## src/rtl/mem_port_arbiter.sv

```systemverilog
// Arbitrates one variable-latency memory bus between instruction fetch and data access.
// Data accesses win over fetches; every bus access is bounded by a timeout and freezes the pipeline.
module mem_port_arbiter #(
    parameter int TIMEOUT = 16,
    parameter int CNT_W   = 8
) (
    input  logic        clk,
    input  logic        reset,
    input  logic        IF_Req,
    input  logic [31:0] IF_Addr,
    output logic [31:0] IF_Data,
    output logic        IF_Valid,
    input  logic        MEM_MemRd,
    input  logic        MEM_MemWr,
    input  logic [31:0] MEM_Addr,
    input  logic [31:0] MEM_WrData,
    output logic [31:0] MEM_RdData,
    output logic        MEM_Valid,
    output logic        Bus_Req,
    output logic        Bus_Wr,
    output logic [31:0] Bus_Addr,
    output logic [31:0] Bus_WrData,
    input  logic [31:0] Bus_RdData,
    input  logic        Bus_Ack,
    output logic        Freeze,
    output logic        Bus_Err
);

    typedef enum logic [1:0] {
        IDLE  = 2'd0,
        DATA  = 2'd1,
        FETCH = 2'd2
    } state_e;

    localparam logic [CNT_W-1:0] CNT_LAST = CNT_W'(TIMEOUT - 1);

    state_e           state_q, state_d;
    logic             data_done_q, data_done_d;
    logic             if_done_q, if_done_d;
    logic [CNT_W-1:0] cnt_q, cnt_d;
    logic [31:0]      addr_q, addr_d;
    logic [31:0]      wdata_q, wdata_d;
    logic             wr_q, wr_d;
    logic [31:0]      if_data_q, if_data_d;
    logic [31:0]      mem_data_q, mem_data_d;
    logic             err_q, err_d;

    logic dpend, ipend, busy, timeout_hit, done_evt;

    always_comb begin
        dpend       = (MEM_MemRd | MEM_MemWr) & ~data_done_q;
        ipend       = IF_Req & ~if_done_q;
        busy        = (state_q != IDLE);
        timeout_hit = busy & ~Bus_Ack & (cnt_q == CNT_LAST);
        done_evt    = busy & (Bus_Ack | timeout_hit);
        Freeze      = reset & (dpend | ipend | busy);
    end

    always_comb begin
        state_d     = state_q;
        data_done_d = data_done_q;
        if_done_d   = if_done_q;
        cnt_d       = cnt_q;
        addr_d      = addr_q;
        wdata_d     = wdata_q;
        wr_d        = wr_q;
        if_data_d   = if_data_q;
        mem_data_d  = mem_data_q;
        err_d       = timeout_hit;

        case (state_q)
            IDLE: begin
                if (dpend) begin
                    state_d = DATA;
                    addr_d  = MEM_Addr;
                    wdata_d = MEM_WrData;
                    wr_d    = MEM_MemWr;
                    cnt_d   = '0;
                end else if (ipend) begin
                    state_d = FETCH;
                    addr_d  = IF_Addr;
                    wr_d    = 1'b0;
                    cnt_d   = '0;
                end else begin
                    // Nothing pending and bus idle: Freeze is low, the pipeline advances.
                    data_done_d = 1'b0;
                    if_done_d   = 1'b0;
                end
            end
            DATA: begin
                if (done_evt) begin
                    data_done_d = 1'b1;
                    cnt_d       = '0;
                    if (!wr_q) begin
                        mem_data_d = Bus_Ack ? Bus_RdData : 32'h0;
                    end
                    if (ipend) begin
                        state_d = FETCH;
                        addr_d  = IF_Addr;
                        wr_d    = 1'b0;
                    end else begin
                        state_d = IDLE;
                    end
                end else begin
                    cnt_d = cnt_q + CNT_W'(1);
                end
            end
            FETCH: begin
                if (done_evt) begin
                    if_done_d = 1'b1;
                    if_data_d = Bus_Ack ? Bus_RdData : 32'h0;
                    cnt_d     = '0;
                    state_d   = IDLE;
                end else begin
                    cnt_d = cnt_q + CNT_W'(1);
                end
            end
            default: begin
                state_d = IDLE;
                cnt_d   = '0;
            end
        endcase
    end

    always_ff @(posedge clk or negedge reset) begin
        if (!reset) begin
            state_q     <= IDLE;
            data_done_q <= 1'b0;
            if_done_q   <= 1'b0;
            cnt_q       <= '0;
            addr_q      <= 32'h0;
            wdata_q     <= 32'h0;
            wr_q        <= 1'b0;
            if_data_q   <= 32'h0;
            mem_data_q  <= 32'h0;
            err_q       <= 1'b0;
        end else begin
            state_q     <= state_d;
            data_done_q <= data_done_d;
            if_done_q   <= if_done_d;
            cnt_q       <= cnt_d;
            addr_q      <= addr_d;
            wdata_q     <= wdata_d;
            wr_q        <= wr_d;
            if_data_q   <= if_data_d;
            mem_data_q  <= mem_data_d;
            err_q       <= err_d;
        end
    end

    assign Bus_Req    = busy;
    assign Bus_Wr     = wr_q;
    assign Bus_Addr   = addr_q;
    assign Bus_WrData = wdata_q;
    assign IF_Data    = if_data_q;
    assign IF_Valid   = if_done_q;
    assign MEM_RdData = mem_data_q;
    assign MEM_Valid  = data_done_q;
    assign Bus_Err    = err_q;

endmodule

```

## config.mk

```make
export PLATFORM = sky130hd
export DESIGN_NAME = mem_port_arbiter
export DESIGN_NICKNAME = d
export VERILOG_FILES = /design/src/rtl/mem_port_arbiter.sv
export SDC_FILE = /design/constraint.sdc
export NUM_CORES = 1
export LEC_CHECK = 0
export BUFFER_PORTS_ARGS = -buffer_cell sky130_fd_sc_hd__clkbuf_2
export CORE_MARGIN = 2
export CORE_UTILIZATION = 47
export DETAILED_ROUTE_END_ITERATION = 10
export PLACE_DENSITY = 0.76
export SYNTH_ARGS = -nofsm -noshare
export SYNTH_HDL_FRONTEND = slang
export SYNTH_SLANG_ARGS = --single-unit
```

## constraint.sdc

```tcl
create_clock -name clk -period 2.8 [get_ports clk]
set_clock_uncertainty 0.05 [all_clocks]
set_input_delay 0.28 -clock clk [delete_from_list [all_inputs] [get_ports clk]]
set_output_delay 0.28 -clock clk [all_outputs]
set_load 0.1 [all_outputs]
```

== Word-level counts from Yosys, hierarchy flattened ==
Index checks and enable logic that the tools add are counted.

* Add/sub/neg operators: 1
* Equality and inequality tests: 8
* Muxes and demuxes: 24
* Bitwise logic cells: 14
* Reductions and logical operators: 12

{| class="wikitable"
|+ Operators by type and width
! operator !! count
|-
| $mux W32 || 4
|-
| $pmux W32 S2 || 1
|-
| $mux W8 || 3
|-
| $pmux W8 S2 || 1
|-
| $mux W2 || 5
|-
| $add A8 B1 Y8 const B || 1
|-
| $eq A8 B4 Y1 const B || 1
|-
| $ne A2 B2 Y1 const B || 4
|-
| $reduce_and A4 Y1 || 2
|-
| $and A1 B1 Y1 || 6
|-
| $mux W1 || 6
|-
| $pmux W1 S2 || 3
|-
| $pmux W2 S3 || 1
|-
| $reduce_and A2 Y1 || 3
|-
| $reduce_and A3 Y1 || 2
|-
| $reduce_bool A2 Y1 || 3
|-
| $not A1 Y1 || 4
|-
| $or A1 B1 Y1 || 4
|-
| $ne A3 B3 Y1 const B || 1
|-
| $eq A2 B1 Y1 const B || 1
|-
| $eq A2 B2 Y1 const B || 1
|-
| $logic_not A2 Y1 || 1
|-
| $reduce_or A2 Y1 || 1
|}

* Bits in registers: 142
* Word-level logic and storage cells: 69

== Longest topological paths before layout ==
Gate-level depths: netlist of run 1.

* Word-level depth: 7
* Gate-level depth with buffers: 8

== Worst setup path after synthesis of run 1 ==
Ideal clock, no wire load.

* Path kind: flip-flop to output port
* Start: reg state_q[0]
* End: out Freeze
* Arrival time: 2.945 ns
* Data required time: 2.470 ns
* Slack: -0.475 ns
* Stages on the path, launching flop included: 8
* Buffers on the path: 2
* Cell sequence: dfrtp_1 -> inv_1 -> ha_1 -> buf_2 -> clkinv_1 -> nor3_1 -> clkbuf_1 -> nor2b_1

* Longest elaborated chain between the ends: 3

{| class="wikitable"
|+ RTL lines
! element !! RTL line !! RTL
|-
| start, declared || 37 || <nowiki>state_e state_q, state_d;</nowiki>
|-
| start signal, assigned || 138 || <nowiki>state_q <= state_d;</nowiki>
|-
| $reduce_bool A2 Y1 || 53 || <nowiki>busy = (state_q != IDLE);</nowiki>
|-
| via Bus_Req || 19 || <nowiki>output logic Bus_Req,</nowiki>
|-
| $or A1 B1 Y1 || 56 || <nowiki>Freeze = reset & (dpend | ipend | busy);</nowiki>
|-
| $and A1 B1 Y1 || 56 ||
|-
| end, declared || 25 || <nowiki>output logic Freeze,</nowiki>
|}

The timed path passes the listed nets, and every way through them passes these cells.

== Worst setup path in the final report of run 1 ==
* Start: reg state_q[0]
* End: out Freeze

* Longest elaborated chain between the ends: 3

{| class="wikitable"
|+ RTL lines
! element !! RTL line
|-
| $reduce_bool A2 Y1 || 53
|-
| $or A1 B1 Y1 || 56
|-
| $and A1 B1 Y1 || 56
|}

Every way passes these cells.

==> results of run 1 <==
## per-stage QoR
stage | setup slack, ns | cells | utilization [%] | hold slack (ns)
finish | 0.163 | 870 | 64.9 | 0.0442
global route | 0.0344 | 870 | 64.9 | 0.0313
CTS | 0.128 | 870 | 64.9 | 0.0277
detailed placement | 0.345 | 837 | 59.7 | 0.424
global placement | 0.468 | 837 | 59.7 | 0.416
floorplan | 0.236 | 417 | - | -0.0656
## flip-flops by register name (all words and copies together), names as in the netlist
signal	flops
Bus_Addr	32
Bus_Err	1
Bus_Wr	1
Bus_WrData	32
IF_Data	32
IF_Valid	1
MEM_RdData	32
MEM_Valid	1
cnt_q	8
state_q	2
## timing repair
action                    in CTS  in global routing
hold buffers                   1                  0
hold endpoints to repair     142                  0
resized for setup              0                  0
## worst max-delay path by stage
stage | depth (start not counted) | start | slack (ns) | end
2_1_floorplan | 4 | MEM_Valid | 0.24 | Freeze
3_3_place_gp | 7 | state_q[0] | 0.47 | Bus_Addr[15]
3_5_place_dp | 7 | state_q[0] | 0.35 | Bus_Addr[3]
4_1_cts | 6 | state_q[0] | 0.13 | Freeze
5_1_grt | 6 | state_q[0] | 0.03 | Freeze
6_report | 6 | state_q[0] | 0.16 | Freeze
## cell families after synthesis
logic type      after synthesis  synth area share [%]
buf+inv                      35                  3.59
xor+xnor                      2                 0.293
fa+ha+maj                     4                 0.836
compound gates              107                  15.7
simple gates                 43                  4.49
flops                       142                  59.3
mux                          84                  15.8
## worst register-to-register path: stages (launching register included)
cell      delay (ns)
dfrtp_1         0.40
inv_1           0.09
ha_1            0.33
nand2b_1        0.28
o21a_1          0.24
a221oi_4        0.33
buf_12          0.25
mux2_2          0.37
## metal layers
metal	track usage, %	part of all wire [%]
met5	0	0
met2	37.3	50
met3	7.88	9.1
met4	8.71	1.2
met1	26.6	40
## area by class of cell
| class | count | area, µm² | share of cell area (%) |
|---|---|---|---|
| Sequential cell | 142 | 3550 | 43.7 |
| Timing Repair Buffer | 278 | 1450 | 17.9 |
| Inverter | 6 | 23.8 | 0.292 |
| Tap cell | 172 | 215 | 2.65 |
| Clock inverter | 10 | 185 | 2.28 |
| Multi-Input combinational cell | 240 | 2230 | 27.5 |
| Clock buffer | 22 | 464 | 5.71 |
## synth_stat cells (all sizes together) (2+ instances only)
cell type  instances
a22o              64
nand2b             4
or4                2
or3                9
inv                5
o31ai             10
nor2               4
buf               19
nor2b              3
nand2              6
a2bb2oi            6
nand4              2
a221oi             2
ha                 4
mux2              84
nor3               3
or2                2
nor3b              2
a21oi              6
dfrtp            142
o21ai              8
clkbuf            10
==> reports/metrics.yaml, run 1 <==
floorplan:
  design.die.area_um2: 13700
  row_count: 41
  ios: 268
  die_h_um: 117
  core-area_um2: 12500
  start_util_pct: 47.9
  die_w_um: 117
logic_synthesis:
  syn_area_per_cell_um2: 14.4
  synthFlopType: "dfrtp_1"
  syn_inst: 417
  ys_warn_count: 0
  ys_types: 50
  synth_edf_count: 0
  ys_ff_latch: 142
  synthDominantCellAreaShare_pct: 59.3
  syn_nets: 555
  syn_area_um2: 5990
  synth_top_area_cell: "dfrtp_1"
  async_flop_share_pct: 100
  synthTopCellsByArea: "dfrtp_1 59%, mux2_2 15%, a22o_2 5.2%"
  synth-seq-area-share_pct: 59.3
worst_hold_path:
  holdPathEnd: "Bus_WrData[22]"
  hp-start: "MEM_WrData[22]"
  min_path_cells: 2
  holdCritPathClass: "input pin to flip-flop"
finish:
  finalInstanceArea_um2: 8130
  final_common_cell: "clkbuf_2"
  drive_gt1_share_pct: 61.7
  nNetsFinal: 823
  area_growth_syn_to_layout_pct: 35.7
  fill_cells: 966
  layout_common_cells: "266 x clkbuf_2, 142 x dfrtp_1, 81 x mux2_2"
  diodes: 0
setup_path:
  critical_path.max_stage_delay_ns: 0.42
  crit_required_ns: 2.47
  arrival_ns: 2.31
  r2r_cells: 7
  critical_path.slowest_cell: "dfrtp_1"
  critPathMaxFanout: 11
  crit_chain: "inv_1, ha_1, clkinv_2, nor3_1, nor2b_2, clkbuf_2"
  crit_path_end_kind: "output port"
  startpoint_type: "flip-flop"
  critical_path_class: "flip-flop to output port"
  critical_path_buf_inv_count: 3
  r2r_start: "state_q[0]"
  r2r_slack_ns: 0.33
  regToRegEndpoint: "Bus_Addr[3]"
  critPathTopFamily: "buffers and inverters"
grt:
  grt_pass1_vias: 4700
  antenna_found_initial: 0
  track_usage_pct: 22.4
  overflow: 0
  grt_pass1_wl_mm: 23.4
  grt_max_degree: 143
clock_tree:
  cts_tree: "done"
  numCtsBuffers: 17
  clk_pin_slew_ns: 0.06
  cts_max_level: 4
  clock_latency_ns: 0.42
  numClockSinks: 142
  postCtsSetupBuffers: 0
  clockBufferDepth: 2
  cts_root_buf: "clkbuf_16"
detailed_routing:
  routed_via_density: 5.34
  postRouteAntennaNets: 0
  drc: 0
  vias: 4650
  drt_iter0_drc: 375
  first_pass_iters: 4
  drt_wl_total_mm: 15.6
  wl_per_cell_um: 18.0
timing:
  max_freq_ghz: 0.379
  post-route-period-util_pct: 94.2
  finalSetupTns_ns: 0
  rsz0062_at_grt: "false"
  min_period_ns: 2.64
  setup_viol: 0
  final_max_slew_viol_count: 0
  hold_violations: 0
  worst_slew_pin_slew_ns: 0.796
  slew_headroom_pct: 47.0
outcome:
  status: "finished clean"
place:
  place_area_um2: 7470
  gp_congestion: 0.765
  post-dp-hpwl_mm: 10.8
  io_buffer_count: 267
flow_run:
  cap_violations: 0
Power of run 1 is not shown: default switching activity piles up to over one toggle a cycle in this logic, so the estimate is an artifact.
==> inputs of run 2 (changes only) <==
--- a/config.mk
+++ b/config.mk
@@ -7,9 +7,10 @@
 export LEC_CHECK = 0
 export BUFFER_PORTS_ARGS = -buffer_cell sky130_fd_sc_hd__clkbuf_2
 export CORE_MARGIN = 2
-export CORE_UTILIZATION = 47
+export CORE_UTILIZATION = 45
 export DETAILED_ROUTE_END_ITERATION = 10
-export PLACE_DENSITY = 0.76
+export PLACE_DENSITY = 0.73
+export SLEW_MARGIN = 10
 export SYNTH_ARGS = -nofsm -noshare
 export SYNTH_HDL_FRONTEND = slang
 export SYNTH_SLANG_ARGS = --single-unit
==> run 2 against run 1 <==
The run now ends with negative hold slack left. Non-clock buffer count up 1. Fmax up 0.97%. First-iteration DRC count down 36%. Final area up 0.34%. Register-to-register slack about the same. Flip-flop and latch count unchanged. Setup slack better by 0.025 ns. Critical path type unchanged. Global-route usage up 2.1 points. Final cell count up 0.57%. Core utilization down 2.9 points. Routed wire length up 6.9%.
==> reports/metrics.yaml, run 2 (synthesis results as in run 1) <==
clock_tree:
  clockBufferDepth: 2  # unchanged
  clk_pin_slew_ns: 0.06  # about the same
  postCtsSetupBuffers: 0  # unchanged
  clock_latency_ns: 0.42  # about the same
  cts_resized: 0  # unchanged
  numClockSinks: 142  # unchanged
  cts_hold_buffers: 0  # -1
  numCtsBuffers: 17  # unchanged
  cts_tree: "done"
  cts_max_level: 4  # unchanged
  cts_root_buf: "clkbuf_16"
timing:
  post-route-period-util_pct: 93.3  # -0.91 points
  max_freq_ghz: 0.383  # +0.97%
  worst_slew_pin_slew_ns: 0.847  # +0.0516 ns
  holdWs_ns: -0.0627  # -0.107 ns
  hold_violations: 87  # +87
  slew_headroom_pct: 43.4  # -3.6 points
  min_period_ns: 2.61  # -0.0254 ns
  finalSetupTns_ns: 0  # unchanged
  rsz0062_at_grt: "false"
  final_max_slew_viol_count: 0  # unchanged
  fin_ws_ns: 0.188  # +0.0254 ns
  setup_viol: 0  # unchanged
place:
  io_buffer_count: 267  # unchanged
  post-dp-hpwl_mm: 11.7  # +7.7%
  place_ws_ns: 0.348  # +0.00286 ns
  gp_congestion: 0.832  # +8.7%
finish:
  final_common_cell: "clkbuf_2"
  layout_common_cells: "266 x clkbuf_2, 142 x dfrtp_1, 81 x mux2_2"
  area_growth_syn_to_layout_pct: 36.2
  drive_gt1_share_pct: 62.4  # +0.63 points
  nNetsFinal: 824  # +0.12%
  diodes: 0  # unchanged
floorplan:
  die_w_um: 119  # +2.1%
  design.die.area_um2: 14200  # +4.3%
  core-area_um2: 13100  # +5.0%
  start_util_pct: 45.6  # -2.3 points
  row_count: 42  # +2.4%
  die_h_um: 119  # +2.1%
  ios: 268  # unchanged
grt:
  track_usage_pct: 24.4  # +2.1 points
  grt_max_degree: 143  # unchanged
  grt_pass1_wl_mm: 26.9  # +15%
  antenna_found_initial: 0  # unchanged
  grt_pass1_vias: 5051  # +7.5%
  overflow: 0  # unchanged
worst_hold_path:
  holdCritPathClass: "input pin to async pin"
detailed_routing:
  drc: 0  # unchanged
  first_pass_iters: 4  # unchanged
  wl_per_cell_um: 19.1  # +6.3%
  postRouteAntennaNets: 0  # unchanged
  drt_iter0_drc: 240  # -36%
  vias: 4713  # +1.4%
  drt_wl_total_mm: 16.7  # +6.9%
  routed_via_density: 5.39  # +0.78%
setup_path:
  regToRegEndpoint: "Bus_Addr[27]"
  r2r_slack_ns: 0.34  # about the same
  crit_path_end_kind: "output port"
  critical_path_class: "flip-flop to output port"
  cp-endpoint: "Freeze"
  r2r_cells: 8  # +1
  startpoint: "state_q[0]"
  startpoint_type: "flip-flop"
  arrival_ns: 2.28  # -0.03 ns
  critPathMaxFanout: 11  # unchanged
  crit_required_ns: 2.47  # about the same
  r2r_start: "state_q[0]"
outcome:
  status: "finished with violations"
  violations: "negative hold slack"
flow_run:
  cap_violations: 0  # unchanged
-- run 2: per-stage QoR --
step | util (%) | area (µm²) | std cells
after floorplan | - | 5990 | 417
after global placement | 57.0 | 7490 | 843
after detailed placement | 57.0 | 7490 | 843
after CTS | 62.1 | 8160 | 875
after global routing | 62.1 | 8160 | 875
final | 62.1 | 8160 | 875
-- run 2: worst min-delay path by stage --
stage / cells after the start / start / end / slack [ns]
after CTS: 2 / reset / Bus_WrData[27] / 0.004
after global routing: 2 / reset / IF_Data[20] / 0.02
after floorplan: 0 / reset / Bus_Addr[0] / -0.07
final: 2 / reset / IF_Data[20] / -0.06
after detailed placement: 1 / IF_Data[1] / IF_Data[1] / 0.43
after global placement: 1 / Bus_Addr[14] / Bus_Addr[14] / 0.43
-- run 2: per-layer routing --
layer	track usage, %	vias up	wire length (µm)
met5	0	-	0
met4	9.26	0	339
met3	8.96	35	1460
met2	40.7	241	8220
met1	28.9	2322	6690
li1	-	2115	-
-- run 2: cell type report --
cell class	instances	area, µm²
multi-input cells	240	2240
flip-flops and latches	142	3550
fillers	1019	4980
repair buffers	279	1460
well taps	176	220
clock buffers	17	425
clock inverters	15	236
inverters	6	23.8
-- run 2: critical path, cell delays in order, from the launching register on --
cell and delay (ns):
dfrtp_1 0.41, inv_1 0.09, ha_1 0.39, clkinv_2 0.20, nor3_1 0.33, nor2b_2 0.07, clkbuf_2 0.37
Power of run 2 is left out for the same reason.
